==> config.mk <==
export PLATFORM = sky130hd
export DESIGN_NAME = rgb2gray_stream
export DESIGN_NICKNAME = d
export VERILOG_FILES = /design/src/rtl/rgb2gray_pkg.sv /design/src/rtl/rgb2gray_stream_pipe_ctrl.sv /design/src/rtl/rgb2gray_stream.sv
export SDC_FILE = /design/constraint.sdc
export NUM_CORES = 1
export LEC_CHECK = 0
export CAP_MARGIN = 10
export CORE_MARGIN = 2
export CORE_UTILIZATION = 53
export DETAILED_ROUTE_END_ITERATION = 8
export PLACE_DENSITY = 0.74
export SKIP_LAST_GASP = 1
export SLEW_MARGIN = 20
export SYNTH_ARGS = -nofsm -noshare
export SYNTH_HDL_FRONTEND = slang
export SYNTH_SLANG_ARGS = --single-unit
export TNS_END_PERCENT = 1
==> constraint.sdc <==
create_clock -name clk -period 2.5 [get_ports clk]
set_input_delay 0.5 -clock clk [delete_from_list [all_inputs] [get_ports clk]]
set_output_delay 0.5 -clock clk [all_outputs]
set_load 0.01 [all_outputs]
==> src/rtl/rgb2gray_pkg.sv <==
// Shared types and constants for the RGB-to-grayscale stream converter.
// Mode encoding, default weights and the saturated-shift width helper.
package rgb2gray_pkg;

    typedef enum logic {
        GRAY_WEIGHTED = 1'b0,
        GRAY_MAX      = 1'b1
    } gray_mode_e;

    localparam int COEF_R_DEF    = 5;
    localparam int COEF_G_DEF    = 9;
    localparam int COEF_B_DEF    = 2;
    localparam int COEF_FRAC_DEF = 4;

    // Width of the rounded sum after dropping the fraction bits.
    function automatic int sat_shift_w(input int pix_w,
                                       input int coef_w,
                                       input int frac);
        return pix_w + coef_w + 2 - frac;
    endfunction

endpackage

==> src/rtl/rgb2gray_stream_pipe_ctrl.sv <==
// Valid/advance chain for an N-stage pipeline with full backpressure.
// Stage k loads when it is empty or its successor is advancing.
module pipe_ctrl #(
    parameter int STAGES = 3
) (
    input  logic              clk,
    input  logic              rst_n,
    input  logic              in_valid_i,
    input  logic              out_ready_i,
    output logic              in_ready_o,
    output logic [STAGES-1:0] valid_o,
    output logic [STAGES-1:0] adv_o
);

    logic [STAGES-1:0] valid_q;
    logic [STAGES-1:0] valid_d;
    logic [STAGES-1:0] adv;
    logic              en_q;

    // Advance ripples back from the output handshake, last stage first.
    always_comb begin
        adv = '0;
        adv[STAGES-1] = !valid_q[STAGES-1] || out_ready_i;
        for (int k = STAGES - 2; k >= 0; k--) begin
            adv[k] = !valid_q[k] || adv[k+1];
        end
    end

    // Each advancing stage takes its predecessor's valid bit.
    always_comb begin
        valid_d = valid_q;
        if (adv[0]) begin
            valid_d[0] = in_valid_i && en_q;
        end
        for (int k = 1; k < STAGES; k++) begin
            if (adv[k]) begin
                valid_d[k] = valid_q[k-1];
            end
        end
    end

    // Valid bits clear on reset; input side opens one cycle after release.
    always_ff @(posedge clk or negedge rst_n) begin
        if (!rst_n) begin
            valid_q <= '0;
            en_q    <= 1'b0;
        end else begin
            valid_q <= valid_d;
            en_q    <= 1'b1;
        end
    end

    assign in_ready_o = en_q && adv[0];
    assign valid_o    = valid_q;
    assign adv_o      = adv;

endmodule

==> src/rtl/rgb2gray_stream.sv <==
// Streamed RGB-to-gray converter: weighted sum with rounding and
// saturation, or per-beat max(R,G,B); three registered stages.
module rgb2gray_stream
    import rgb2gray_pkg::*;
#(
    parameter int PIX_W     = 8,
    parameter int COEF_W    = 8,
    parameter int COEF_FRAC = COEF_FRAC_DEF,
    parameter int COEF_R    = COEF_R_DEF,
    parameter int COEF_G    = COEF_G_DEF,
    parameter int COEF_B    = COEF_B_DEF
) (
    input  logic               clk,
    input  logic               rst_n,
    input  logic               in_valid,
    output logic               in_ready,
    input  logic [3*PIX_W-1:0] in_rgb,
    input  logic               in_mode,
    input  logic               in_last,
    output logic               out_valid,
    input  logic               out_ready,
    output logic [PIX_W-1:0]   out_gray,
    output logic               out_last
);

    localparam int PW  = PIX_W + COEF_W;
    localparam int SW  = PW + 2;
    localparam int SHW = sat_shift_w(PIX_W, COEF_W, COEF_FRAC);

    localparam logic [PW-1:0] CR  = PW'(COEF_R);
    localparam logic [PW-1:0] CG  = PW'(COEF_G);
    localparam logic [PW-1:0] CB  = PW'(COEF_B);
    localparam logic [SW-1:0] RND = SW'(1) << (COEF_FRAC - 1);

    if (COEF_FRAC < 1 || COEF_FRAC >= COEF_W) begin : g_bad_frac
        $error("rgb2gray_stream: COEF_FRAC must be in [1, COEF_W-1]");
    end

    logic [2:0] valid;
    logic [2:0] adv;

    pipe_ctrl #(
        .STAGES(3)
    ) u_ctrl (
        .clk        (clk),
        .rst_n      (rst_n),
        .in_valid_i (in_valid),
        .out_ready_i(out_ready),
        .in_ready_o (in_ready),
        .valid_o    (valid),
        .adv_o      (adv)
    );

    logic [PIX_W-1:0] r, g, b, m_rg;
    assign r = in_rgb[3*PIX_W-1 -: PIX_W];
    assign g = in_rgb[2*PIX_W-1 -: PIX_W];
    assign b = in_rgb[PIX_W-1:0];

    // Stage 1 next state: channel products and the channel maximum.
    logic [PW-1:0]    pr_d, pg_d, pb_d;
    logic [PIX_W-1:0] max1_d;
    always_comb begin
        pr_d   = PW'(r) * CR;
        pg_d   = PW'(g) * CG;
        pb_d   = PW'(b) * CB;
        m_rg   = (r > g) ? r : g;
        max1_d = (m_rg > b) ? m_rg : b;
    end

    logic [PW-1:0]    pr_q, pg_q, pb_q;
    logic [PIX_W-1:0] max1_q;
    gray_mode_e       mode1_q;
    logic             last1_q;

    // Stage 1 register: products, max, mode and last travel together.
    always_ff @(posedge clk or negedge rst_n) begin
        if (!rst_n) begin
            pr_q    <= '0;
            pg_q    <= '0;
            pb_q    <= '0;
            max1_q  <= '0;
            mode1_q <= GRAY_WEIGHTED;
            last1_q <= 1'b0;
        end else if (adv[0]) begin
            pr_q    <= pr_d;
            pg_q    <= pg_d;
            pb_q    <= pb_d;
            max1_q  <= max1_d;
            mode1_q <= gray_mode_e'(in_mode);
            last1_q <= in_last;
        end
    end

    logic [SW-1:0]    sum2_d, sum2_q;
    logic [PIX_W-1:0] max2_q;
    gray_mode_e       mode2_q;
    logic             last2_q;

    assign sum2_d = SW'(pr_q) + SW'(pg_q) + SW'(pb_q) + RND;

    // Stage 2 register: rounded sum of products.
    always_ff @(posedge clk or negedge rst_n) begin
        if (!rst_n) begin
            sum2_q  <= '0;
            max2_q  <= '0;
            mode2_q <= GRAY_WEIGHTED;
            last2_q <= 1'b0;
        end else if (adv[1]) begin
            sum2_q  <= sum2_d;
            max2_q  <= max1_q;
            mode2_q <= mode1_q;
            last2_q <= last1_q;
        end
    end

    logic [SHW-1:0]   shifted;
    logic [PIX_W-1:0] gray_d, gray_q;
    logic             last3_q;

    // Stage 3 next state: drop fraction, clamp, or pick the maximum.
    always_comb begin
        shifted = sum2_q[SW-1:COEF_FRAC];
        if (mode2_q == GRAY_MAX) begin
            gray_d = max2_q;
        end else if (|shifted[SHW-1:PIX_W]) begin
            gray_d = '1;
        end else begin
            gray_d = shifted[PIX_W-1:0];
        end
    end

    // Stage 3 register: output beat, held while downstream stalls.
    always_ff @(posedge clk or negedge rst_n) begin
        if (!rst_n) begin
            gray_q  <= '0;
            last3_q <= 1'b0;
        end else if (adv[2]) begin
            gray_q  <= gray_d;
            last3_q <= last2_q;
        end
    end

    assign out_valid = valid[2];
    assign out_gray  = gray_q;
    assign out_last  = last3_q;

endmodule

Yosys cells after proc, flatten, opt, wreduce, memory -nomap -nowiden
Index checks and enable logic that the tools add are counted.
W data, S select, Z words.
{"block": "totals", "register_bits": 82, "output_inout_bits": 11, "word_cells": 36}
{"block": "classes", "addsub": 3, "mul": 2, "order_cmp": 2, "n_mux": 4, "n_reduce_logical": 9}
{"op": "$mux W8", "n": 4}
{"op": "$gt A8 B8 Y1", "n": 2}
{"op": "$add A14 B4 Y15 const B", "n": 1}
{"op": "$add A13 B9 Y14", "n": 1}
{"op": "$add A11 B12 Y13", "n": 1}
{"op": "$mul A8 B4 Y12 const B", "n": 1}
{"op": "$mul A8 B3 Y11 const B", "n": 1}
{"op": "$reduce_or A6 Y1", "n": 1}
{"op": "$logic_not A1 Y1", "n": 3}
{"op": "$logic_or A1 B1 Y1", "n": 3}
{"op": "$logic_and A1 B1 Y1", "n": 2}

Longest topological paths before layout
Gate-level depths: netlist of the first run.
{"block": "logic_depth", "depth_word": 5, "mapped_depth": 15}

Cells and area by module
A second synthesis of the first run with hierarchy kept.
{"block": "hier_totals", "hier_cells": 420, "area_unflattened_um2": 4624.4}
{"module": "rgb2gray_stream", "instances": 1, "cells_per_inst": 407, "area_each_um2": 4465.5}
{"module": "pipe_ctrl", "instances": 1, "cells_per_inst": 13, "area_each_um2": 158.9}

Worst setup path after synthesis of the first run
No wires, ideal clock.
{"block": "synth_timing", "path_type": "input -> register", "startpoint": "in in_rgb[9]", "endpoint": "reg max1_q[6]", "setup_ns": 0.120, "arrival_time_ns": 3.303, "required_ns": 2.380, "slack_ns": -0.923, "stages": 15, "n_path_buf": 1, "path_cell_list": "inv_1 ha_1 nor2b_1 o211ai_1 a21oi_1 o32ai_4 mux2_2 ha_1 nor2b_1 o211ai_1 a21oi_1 o21ba_2 clkbuf_1 o21ai_0 a31o_2"}
{"block": "synth_between", "elab_chain_cells": 4}
{"item": "start, declared", "line_no": "rgb2gray_stream.sv:17", "text": "input logic [3*PIX_W-1:0] in_rgb,"}
{"item": "$gt A8 B8 Y1", "line_no": "rgb2gray_stream.sv:66", "text": "m_rg = (r > g) ? r : g;"}
{"item": "$mux W8 (*)", "line_no": "rgb2gray_stream.sv:66"}
{"item": "$gt A8 B8 Y1", "line_no": "rgb2gray_stream.sv:67", "text": "max1_d = (m_rg > b) ? m_rg : b;"}
{"item": "$mux W8 (*)", "line_no": "rgb2gray_stream.sv:67"}
{"item": "end signal, assigned", "line_no": "rgb2gray_stream.sv:88", "text": "max1_q <= max1_d;"}
{"item": "end, declared", "line_no": "rgb2gray_stream.sv:71", "text": "logic [PIX_W-1:0] max1_q;"}
Mark *: on every way between the ends. The rest lies on a longest branch, timed or not.
A chain may end at the register's enable or synchronous reset.

Final worst setup path of the first run
{"block": "layout_timing", "startpoint": "in in_rgb[22]", "endpoint": "reg max1_q[1]"}
Same word-level chain as after synthesis.

==> run summary, run 1 <==
Cell accounting for the most synthesized area: dfrtp_1
Area occupied by multi-input gates: 2800 um^2
Initial drt markers: 94
Post-DR vias/cell: 5.57
Status: finished with violations
Die area: 9290 um^2
Synth cell types: 46
Fraction of layout cells with a size suffix above 1: 25.9%
Area Overhead vs Synth: 33.7%
Net count after synthesis: 575
Mapped Area: 4520 um^2
Detailed Place HPWL: 8.03 mm
Stages on worst setup path: 14
Async set or reset register ratio after synthesis: 100%
# IOs: 41
Initial antenna violation count: 0
Critical Path Source: in_rgb[22]
DR pass1 iterations: 4
Largest net degree at the start of global routing: 43
Port Buf Inserts: 40
Final Cycle Share: 126%
Vias after detailed routing: 3836
GRT Residual Overflow: 0
Fill cells: 590
Failing checks: setup timing
Top cells by area, synth: dfrtp_1, ha_1, nand2_1
Hold Vio Cnt, Final: 0
Placement row count: 33
Switching power: 1.62 mW
Worst setup SP type: input pin
Crit path required time: 2.73 ns
Final Total Pwr: 4.85 mW
Worst-Margin Slew: 0.729 ns
Nets: 678
Util after Layout: 73.2%
#FFs+latches synth: 74
Final setup TNS: -6.73 ns
Main flop type after synthesis: dfrtp_1
Maximum buffer depth of the clock tree: 2
Hold Crit Class: in -> async
Storage cell area: 1850 um^2
Peak VDD IR: 0.398 mV
Arrival time at the worst endpoint: 3.38 ns
WL/cell: 15.5 um
Die X: 96.4 um
Pint: 3.23 mW
# DRC: 0
Buf+Inv Stages, Crit Path: 2
FF-to-FF Start: pr_q[2]
Unrepaired setup endpoints after global routing: yes
R2R cell count: 9
CTS Sinks: 74
Clk_skew: 0.0130 ns
Setup ws final: -0.647 ns
Synth top area share: 40.9%
Clock period minus worst slack: 3.15 ns
Vias in the first global route: 3953
Antenna cell count: 0
Worst-skew pair later-pin latency: 0.34 ns
Slew headroom: 51.4%
Static leakage: 2.86 nW
Comb power frac: 45.5%
Height of the die: 96.4 um
Fmax: 318 MHz
Post-Synthesis Cells: 476
Starting Density: 54.8%
Seq pwr share: 33.6%
Post-Route WL: 10.7 mm
Setup CP Type: in -> reg
Cell family with most CP delay: compound AO/OA/AOI/OAI gates
Synthesis Warnings: 0
Critical path's slowest cell: mux2_4
Sw frac: 33.5%
Crit-path max cell delay: 0.32 ns
Crit-path most repeated cell: ha_4
Worst setup EP type: flip-flop
Pwr Density: 802 nW/um^2
Final setup violation count: 17
Clock root cell: clkbuf_8
Sequential fraction of the synthesis area: 40.9%
First-pass GRT wire length: 18.0 mm
Max Cap Viol: 0
Number of synthesized flops with an enable pin: 0
Num CTS Buffers: 9
Clock transition at path regs: 0.07 ns
Clock power share: 20.9%
Worst-path fanout max: 8
Worst-case hold slack: 0.227 ns
Final Max Slew Viols: 0
H-tree Lvls: 3
Worst path cell trace: dlygate4sd2_1, ha_4, a211oi_4, nor2_2, o32ai_4, buf_12, mux2_4, ha_4, nor2b_4, o211ai_1, a21oi_2, o21ba_4, o21ai_2, a31o_4
CTS tree: yes
Avg Cell Area, Syn: 9.50 um^2
DP Worst Slack: -1.58 ns
Core Region: 8260 um^2
All-layer global routing usage: 25.5%
Antenna-violating nets left: 0
Final GP Congestion: 0.867
[state kept, by name, indices dropped and copies added, names as in the netlist]
register and cells:
mode2_q 1, out_last 1, u_ctrl.en_q 1, sum2_q 10, max2_q 8, out_gray 8
pr_q 11, last2_q 1, pg_q 12, max1_q 8, mode1_q 1, last1_q 1
u_ctrl.valid_o 3, pb_q 8
[through the flow]
step / instance area (um^2) / std cells
after floorplan: 4610 / 476
after global placement: 5580 / 669
after detailed placement: 5580 / 669
after CTS: 6000 / 688
after global routing: 6050 / 689
final: 6050 / 689
[power groups by stage]
stage	Combinational [mW]	Clock, mW	Sequential, mW
after floorplan	1.25	0	1.63
after global placement	2.01	0	1.64
after detailed placement	2.10	0	1.65
after CTS	2.19	1.03	1.63
after global routing	2.46	1.09	1.66
final	2.21	1.01	1.63
[area by class of cell]
class / instances / share of cell area [%]
multi-input combinational: 362 / 46.3
sequential: 74 / 30.6
timing repair buffer: 108 / 15.7
clock buffer: 11 / 2.34
tap: 105 / 2.17
inverter: 24 / 1.57
clock inverter: 5 / 1.28
[Yosys cell counts, types with 2 or more instances]
cell type and number:
buf_2 4, a211oi_1 3, nor3_1 4, nand2b_1 2
a21oi_1 33, nand4_1 5, mux2_2 8, o211ai_1 2
a21o_1 4, xor2_1 5, ha_1 59, nor2b_1 4
a31o_2 8, o41ai_1 2, fa_1 10, o22ai_1 8
inv_1 23, nor2_1 26, o21ai_1 2, nand2_1 112
o31ai_1 2, o21ai_0 27, dfrtp_1 74, o21bai_1 6
nand3_1 2, xnor2_1 10, clkbuf_1 12
[final timing paths]
| path | endpoint | slack (ns) |
|---|---|---|
| worst max-delay path | max1_q[1] | -0.65 |
| worst min-delay path | sum2_q[6] | 0.23 |
| worst max register to register | sum2_q[12] | -0.31 |
| worst min register to register | u_ctrl.valid_o[2] | 0.45 |
| max in group asynchronous | pb_q[8] | 1.62 |
| min in group clk | u_ctrl.valid_o[2] | 0.45 |
[cells by family after synthesis]
| group | synth area share [%] |
|---|---|
| XOR/XNOR | 2.90 |
| flip-flops | 40.9 |
| multiplexers | 2.21 |
| buffers and inverters | 3.51 |
| adder cells (fa/ha/maj) | 20.7 |
| AO/OA/AOI/OAI | 15.1 |
| AND/OR/NAND/NOR | 14.5 |
| other | 0.0829 |
[worst reg2reg max path: stages, from the launching register on]
cell and delay, ns:
dfrtp_1 0.41, fa_1 0.46, fa_1 0.44, ha_1 0.32, nand4_1 0.11, o211ai_2 0.13
a41oi_2 0.28, o21ai_1 0.12, o21ai_0 0.25, o221a_2 0.22
[metal layers]
metal / routed length [um] / track usage, % / part of all wire, %
met1: 4410 / 29.8 / 41
met2: 5440 / 45.8 / 51
met3: 441 / 4.65 / 4.1
met4: 402 / 10.8 / 3.8
met5: 0 / 0 / 0
[cells in the final DEF (no fill, tap or decap), drive strengths merged, types with 3 or more instances in the layout]
| master | instances |
|---|---|
| xor2 | 5 |
| nor3 | 4 |
| nand4 | 5 |
| a21o | 4 |
| nor2 | 26 |
| ha | 59 |
| a21oi | 33 |
| mux2 | 8 |
| nor2b | 4 |
| clkdlybuf4s15 | 9 |
| o211ai | 3 |
| xnor2 | 10 |
| fa | 10 |
| clkbuf | 14 |
| o21bai | 6 |
| o21ai | 29 |
| inv | 22 |
| a31o | 8 |
| clkinv | 4 |
| o22ai | 8 |
| buf | 71 |
| dfrtp | 74 |
| nand2 | 112 |
| clkdlybuf4s50 | 23 |
| a211oi | 3 |
[what timing repair did]
action / CTS / global route
endpoints found under the setup margin: 22 / 19
pin swaps: 22 / 11
resized for setup: 79 / 17
hold buffers: 0 / 0
buffers inserted: 2 / 1
gates cloned: 1 / 0
hold endpoints to repair: 0 / 0
(Power assumes the default switching activity.)
==> run 2, diff against run 1 <==
- CORE_MARGIN: 2 -> unset
==> run summary, run 2 (synthesis gave the netlist of run 1 again) <==
Final setup violation count: 18 (was 17)
Placement Cell Area: 5570 um^2 (was 5580 um^2)
Final setup TNS: -6.97 ns (was -6.73 ns)
Failing checks: setup timing (unchanged)
H-tree Lvls: 3 (unchanged)
Peak VDD IR: 0.440 mV (was 0.398 mV)
Status: finished with violations (unchanged)
Worst-case hold slack: 0.208 ns (was 0.227 ns)
Post-Route WL: 10.6 mm (was 10.7 mm)
Cell family with most CP delay: compound AO/OA/AOI/OAI gates (unchanged)
Die X: 94.4 um (was 96.4 um)
Worst path cell trace: buf_8, inv_6, ha_4, nor2b_4, o211ai_1, a21oi_2, o32ai_4, buf_12, mux2_4, ha_4, nor2b_4, o211ai_1, a21oi_2, o21ba_4, o21ai_2, a31o_2 (was dlygate4sd2_1, ha_4, a211oi_4, nor2_2, o32ai_4, buf_12, mux2_4, ha_4, nor2b_4, o211ai_1, a21oi_2, o21ba_4, o21ai_2, a31o_4)
Clock root cell: clkbuf_8 (unchanged)
Die area: 8910 um^2 (was 9290 um^2)
Max reg flops: 12 (unchanged)
Static leakage: 2.89 nW (was 2.86 nW)
Starting Density: 54.8% (unchanged)
Hold Vio Cnt, Final: 0 (unchanged)
Largest regs: pg_q: 12 flops, pr_q: 11 flops, sum2_q: 10 flops (unchanged)
Slew headroom: 52.8% (was 51.4%)
First-pass GRT wire length: 17.9 mm (was 18.0 mm)
Most common cell after layout, fill and taps aside: nand2_1 (unchanged)
DR pass1 iterations: 4 (unchanged)
CTS tree: yes (unchanged)
Initial drt markers: 104 (was 94)
Clock period minus worst slack: 3.17 ns (was 3.15 ns)
Max Cap Viol: 0 (unchanged)
Worst-Margin Slew: 0.709 ns (was 0.729 ns)
Setup ws final: -0.669 ns (was -0.647 ns)
Unrepaired setup endpoints after global routing: yes (unchanged)
Largest net degree at the start of global routing: 43 (unchanged)
Clk_skew: 0.00666 ns (was 0.0130 ns)
Final Cycle Share: 127% (was 126%)
# IOs: 41 (unchanged)
GRT Residual Overflow: 0 (unchanged)
Final Instance Area: 6070 um^2 (was 6050 um^2)
Non-Filler Instances: 692 (was 689)
WL/cell: 15.3 um (was 15.5 um)
Final GP Congestion: 0.797 (was 0.867)
Clock transition at path regs: 0.08 ns (was 0.07 ns)
Worst setup SP type: input pin (unchanged)
Maximum buffer depth of the clock tree: 2 (unchanged)
Fill cells: 591 (was 590)
Nets: 681 (was 678)
All-layer global routing usage: 26.1% (was 25.5%)
# DRC: 0 (unchanged)
Worst-skew pair later-pin latency: 0.34 ns (about the same)
Placement row count: 33 (unchanged)
Util after Layout: 73.6% (was 73.2%)
Fraction of layout cells with a size suffix above 1: 24.4% (was 25.9%)
Pwr Density: 822 nW/um^2 (was 802 nW/um^2)
Hold Crit Class: in -> async (unchanged)
Port Buf Inserts: 40 (unchanged)
Antenna-violating nets left: 0 (unchanged)
Antenna cell count: 0 (unchanged)
Cts hold-fix bufs: 0 (unchanged)
Crit path required time: 2.73 ns (about the same)
Area Overhead vs Synth: 34.3% (was 33.7%)
Height of the die: 94.4 um (was 96.4 um)
Initial antenna violation count: 0 (unchanged)
Vias after detailed routing: 3799 (was 3836)
Buf+Inv Stages, Crit Path: 3 (was 2)
CTS Sinks: 74 (unchanged)
Commonest cells after routing, fill and taps aside: nand2_1, dfrtp_1, buf_4 (unchanged)
Fmax: 316 MHz (was 318 MHz)
Post-DR vias/cell: 5.49 (was 5.57)
Worst-path fanout max: 8 (unchanged)
Placed Cells incl. Taps: 668 (was 669)
Num CTS Buffers: 9 (unchanged)
Largest Register: pg_q (unchanged)
Critical path's slowest cell: mux2_4 (unchanged)
Final Max Slew Viols: 0 (unchanged)
Detailed Place HPWL: 7.75 mm (was 8.03 mm)
Arrival time at the worst endpoint: 3.40 ns (was 3.38 ns)
Crit-path max cell delay: 0.32 ns (about the same)
Vias in the first global route: 3831 (was 3953)
Worst setup EP type: flip-flop (unchanged)
R2R Setup Slk: -0.28 ns (was -0.31 ns)
Core Region: 8260 um^2 (unchanged)
Setup CP Type: in -> reg (unchanged)
-- run 2: cell types whose count changed in the layout (fill, tap and decap cells not counted), sizes merged --
cell,before,now
dlygate4sd2,2,6
buf,71,74
clkinv,4,1
clkbuf,14,12
bufinv,2,3
clkdlybuf4s15,9,8
inv,22,23
-- run 2: layout make-up --
type	count	area (um^2)	share of cell area (%)
clock buffers	12	155	2.55
clock inverters	4	97.6	1.61
inverters	24	95.1	1.57
multi-input cells	362	2770	45.6
flip-flops and latches	74	1850	30.5
well taps	105	131	2.16
repair buffers	111	972	16.0
-- run 2: worst paths after layout --
kind | from | end | depth (start not counted)
max | in_rgb[9] | max1_q[6] | 16
min | rst_n | sum2_q[4] | 1
max reg2reg | pr_q[2] | sum2_q[12] | 9
min reg2reg | u_ctrl.valid_o[1] | u_ctrl.valid_o[2] | 2
max in group asynchronous | rst_n | max1_q[2] | 2
min in group clk | u_ctrl.valid_o[1] | u_ctrl.valid_o[2] | 2
-- run 2: timing repair --
item                                    in CTS  in global routing
endpoints found under the setup margin      24                 20
setup buffers                                6                  1
gates resized for setup                     73                  3
cloned                                       1                  0
endpoints found under the hold margin        0                  0
pin swaps                                   21                  5
-- run 2: per-stage QoR --
stage,total power [mW],setup slack (ns)
floorplan,2.88,-0.768
global placement,3.64,-1.48
detailed placement,3.74,-1.65
CTS,4.99,-0.532
global route,5.33,-0.766
finish,5.00,-0.669
-- run 2: power by group --
group          total (mW)  switching, mW  leakage, nW  internal, mW
sequential           1.63          0.160        0.875          1.47
clock                1.16          0.441        0.123         0.718
combinational        2.21           1.05         1.89          1.17
-- run 2: routing by layer --
layer | GRT usage (%) | share of wire [%] | vias up
met1 | 33.2 | 44 | 1842
met4 | 9.23 | 1.9 | 0
met2 | 45.8 | 51 | 83
li1 | - | - | 1858
met3 | 2.98 | 3.4 | 16
met5 | 0 | 0 | -
==> run 3, diff against run 2 <==
- CELL_PAD_IN_SITES_DETAIL_PLACEMENT: unset -> 1
- CELL_PAD_IN_SITES_GLOBAL_PLACEMENT: unset -> 1
- CORE_UTILIZATION: 53 -> 41
==> run summary, run 3 (synthesis gave the netlist of run 1 again) <==
Starting Density: 43.1% (was 54.8%)
GRT Residual Overflow: 0 (unchanged)
Final setup TNS: -6.76 ns (was -6.97 ns)
Final Max Slew Viols: 0 (unchanged)
FF-to-FF Start: pr_q[2] (unchanged)
R2R cell count: 9 (unchanged)
CTS tree: yes (unchanged)
Detailed Place HPWL: 9.49 mm (was 7.75 mm)
Status: finished with violations (unchanged)
Failing checks: setup timing (unchanged)
Hold Vio Cnt, Final: 0 (unchanged)
Final setup violation count: 18 (unchanged)
Setup CP Type: in -> reg (unchanged)
Num CTS Buffers: 9 (unchanged)
First-pass GRT wire length: 21.0 mm (was 17.9 mm)
H-tree Lvls: 3 (unchanged)
Final Cycle Share: 125% (was 127%)
Die area: 11500 um^2 (was 8910 um^2)
Pwr Density: 811 nW/um^2 (was 822 nW/um^2)
Post-DR vias/cell: 5.33 (was 5.49)
Arrival time at the worst endpoint: 3.37 ns (was 3.40 ns)
Vias in the first global route: 4126 (was 3831)
Antenna-violating nets left: 0 (unchanged)
Initial antenna violation count: 0 (unchanged)
# DRC: 0 (unchanged)
Clock root cell: clkbuf_8 (unchanged)
All-layer global routing usage: 24.1% (was 26.1%)
Crit path required time: 2.75 ns (was 2.73 ns)
Max Cap Viol: 0 (unchanged)
Non-Filler Instances: 724 (was 692)
Initial drt markers: 113 (was 104)
Largest net degree at the start of global routing: 75 (was 43)
Peak VDD IR: 0.396 mV (was 0.440 mV)
Unrepaired setup endpoints after global routing: yes (unchanged)
Setup ws final: -0.619 ns (was -0.669 ns)
Largest regs: pg_q: 12 flops, pr_q: 11 flops, sum2_q: 10 flops (unchanged)
Static leakage: 2.95 nW (was 2.89 nW)
Nets: 682 (was 681)
Post-Route WL: 13.4 mm (was 10.6 mm)
Die X: 107 um (was 94.4 um)
Placement row count: 37 (was 33)
DR pass1 iterations: 6 (was 4)
Placed Cells incl. Taps: 700 (was 668)
WL/cell: 18.5 um (was 15.3 um)
# IOs: 41 (unchanged)
Worst-path fanout max: 8 (unchanged)
Cts hold-fix bufs: 0 (unchanged)
Slew headroom: 34.0% (was 52.8%)
Commonest cells after routing, fill and taps aside: nand2_1, dfrtp_1, buf_4 (unchanged)
Hold Crit Class: in -> async (unchanged)
Fmax: 321 MHz (was 316 MHz)
Final GP Congestion: 0.856 (was 0.797)
Maximum buffer depth of the clock tree: 2 (unchanged)
Worst-Margin Slew: 0.990 ns (was 0.709 ns)
Antenna cell count: 0 (unchanged)
Fraction of layout cells with a size suffix above 1: 25.2% (was 24.4%)
Port Buf Inserts: 40 (unchanged)
Critical Path Source: in_rgb[10] (was in_rgb[9])
Clk_skew: 0.0173 ns (was 0.00666 ns)
Worst-skew pair later-pin latency: 0.36 ns (was 0.34 ns)
Height of the die: 107 um (was 94.4 um)
Largest Register: pg_q (unchanged)
Most common cell after layout, fill and taps aside: nand2_1 (unchanged)
Area Overhead vs Synth: 34.4% (was 34.3%)
Worst setup SP type: input pin (unchanged)
CTS Sinks: 74 (unchanged)
Clock period minus worst slack: 3.12 ns (was 3.17 ns)
Core Region: 10500 um^2 (was 8260 um^2)
Clock transition at path regs: 0.10 ns (was 0.08 ns)
Max reg flops: 12 (unchanged)
Vias after detailed routing: 3858 (was 3799)
Worst setup EP type: flip-flop (unchanged)
run 3: cell count changes in the layout (fill, tap and decap cells not counted), moves of 3 or more:
| cell | change |
|---|---|
| buf_4 | +5 |
| dlygate4sd2_1 | -3 |
| o21ai_1 | -3 |
| clkdlybuf4s15_1 | -6 |
| o21ai_2 | +3 |
| dlymetal6s2s_1 | +11 |
run 3: worst max-delay path, cell delays in order:
cell and delay (ns):
dlygate4sd2_1 0.26, inv_2 0.10, ha_4 0.21, o211ai_1 0.10
a21oi_2 0.10, o32ai_4 0.30, buf_12 0.16, mux2_4 0.32
ha_4 0.27, nor2b_4 0.12, o211ai_1 0.11, a21oi_2 0.23
o21ba_4 0.28, o21ai_2 0.09, a31o_4 0.20
run 3: power breakdown:
group	switching [mW]	total (mW)	internal, mW
registers	0.170	1.64	1.47
logic	1.13	2.29	1.17
clock network	0.523	1.00	0.479
run 3: final cells by class:
| cell class | instances | area [um^2] |
|---|---|---|
| inverters | 24 | 95.1 |
| fillers | 1153 | 4430 |
| multi-input cells | 362 | 2760 |
| flip-flops and latches | 74 | 1850 |
| well taps | 136 | 170 |
| clock inverters | 7 | 82.6 |
| clock buffers | 9 | 124 |
| repair buffers | 112 | 997 |
run 3: layer usage:
layer	GRT usage, %	routed length [um]	up-vias
met3	1.88	241	24
met1	30.7	5990	1907
met5	0	0	-
met4	10.3	372	0
li1	-	-	1861
met2	42.0	6810	66
run 3: per-stage QoR:
stage | power (mW) | hold WS [ns] | worst slack, ns | cell area, um^2 | util [%]
5_1_grt | 5.29 | 0.355 | -0.738 | 6080 | 57.9
3_3_place_gp | 3.71 | 0.443 | -1.44 | 5610 | 53.4
4_1_cts | 4.92 | 0.323 | -0.888 | 5920 | 56.4
2_1_floorplan | 2.88 | 0.204 | -0.768 | 4610 | -
3_5_place_dp | 3.84 | 0.440 | -1.54 | 5610 | 53.4
6_report | 4.93 | 0.282 | -0.619 | 6080 | 57.9
run 3: path summary, 6_finish.rpt:
kind | endpoint | slack [ns]
min in group clk | u_ctrl.valid_o[2] | 0.47
max reg2reg | sum2_q[12] | -0.30
max | max1_q[1] | -0.62
min reg2reg | u_ctrl.valid_o[2] | 0.47
max in group asynchronous | sum2_q[6] | 1.57
min | pg_q[0] | 0.28
run 3: what timing repair did:
item,CTS,global route
pin swaps,15,15
setup endpoints to repair,23,25
buffers inserted,2,6
resized for setup,22,50
gates cloned,1,0
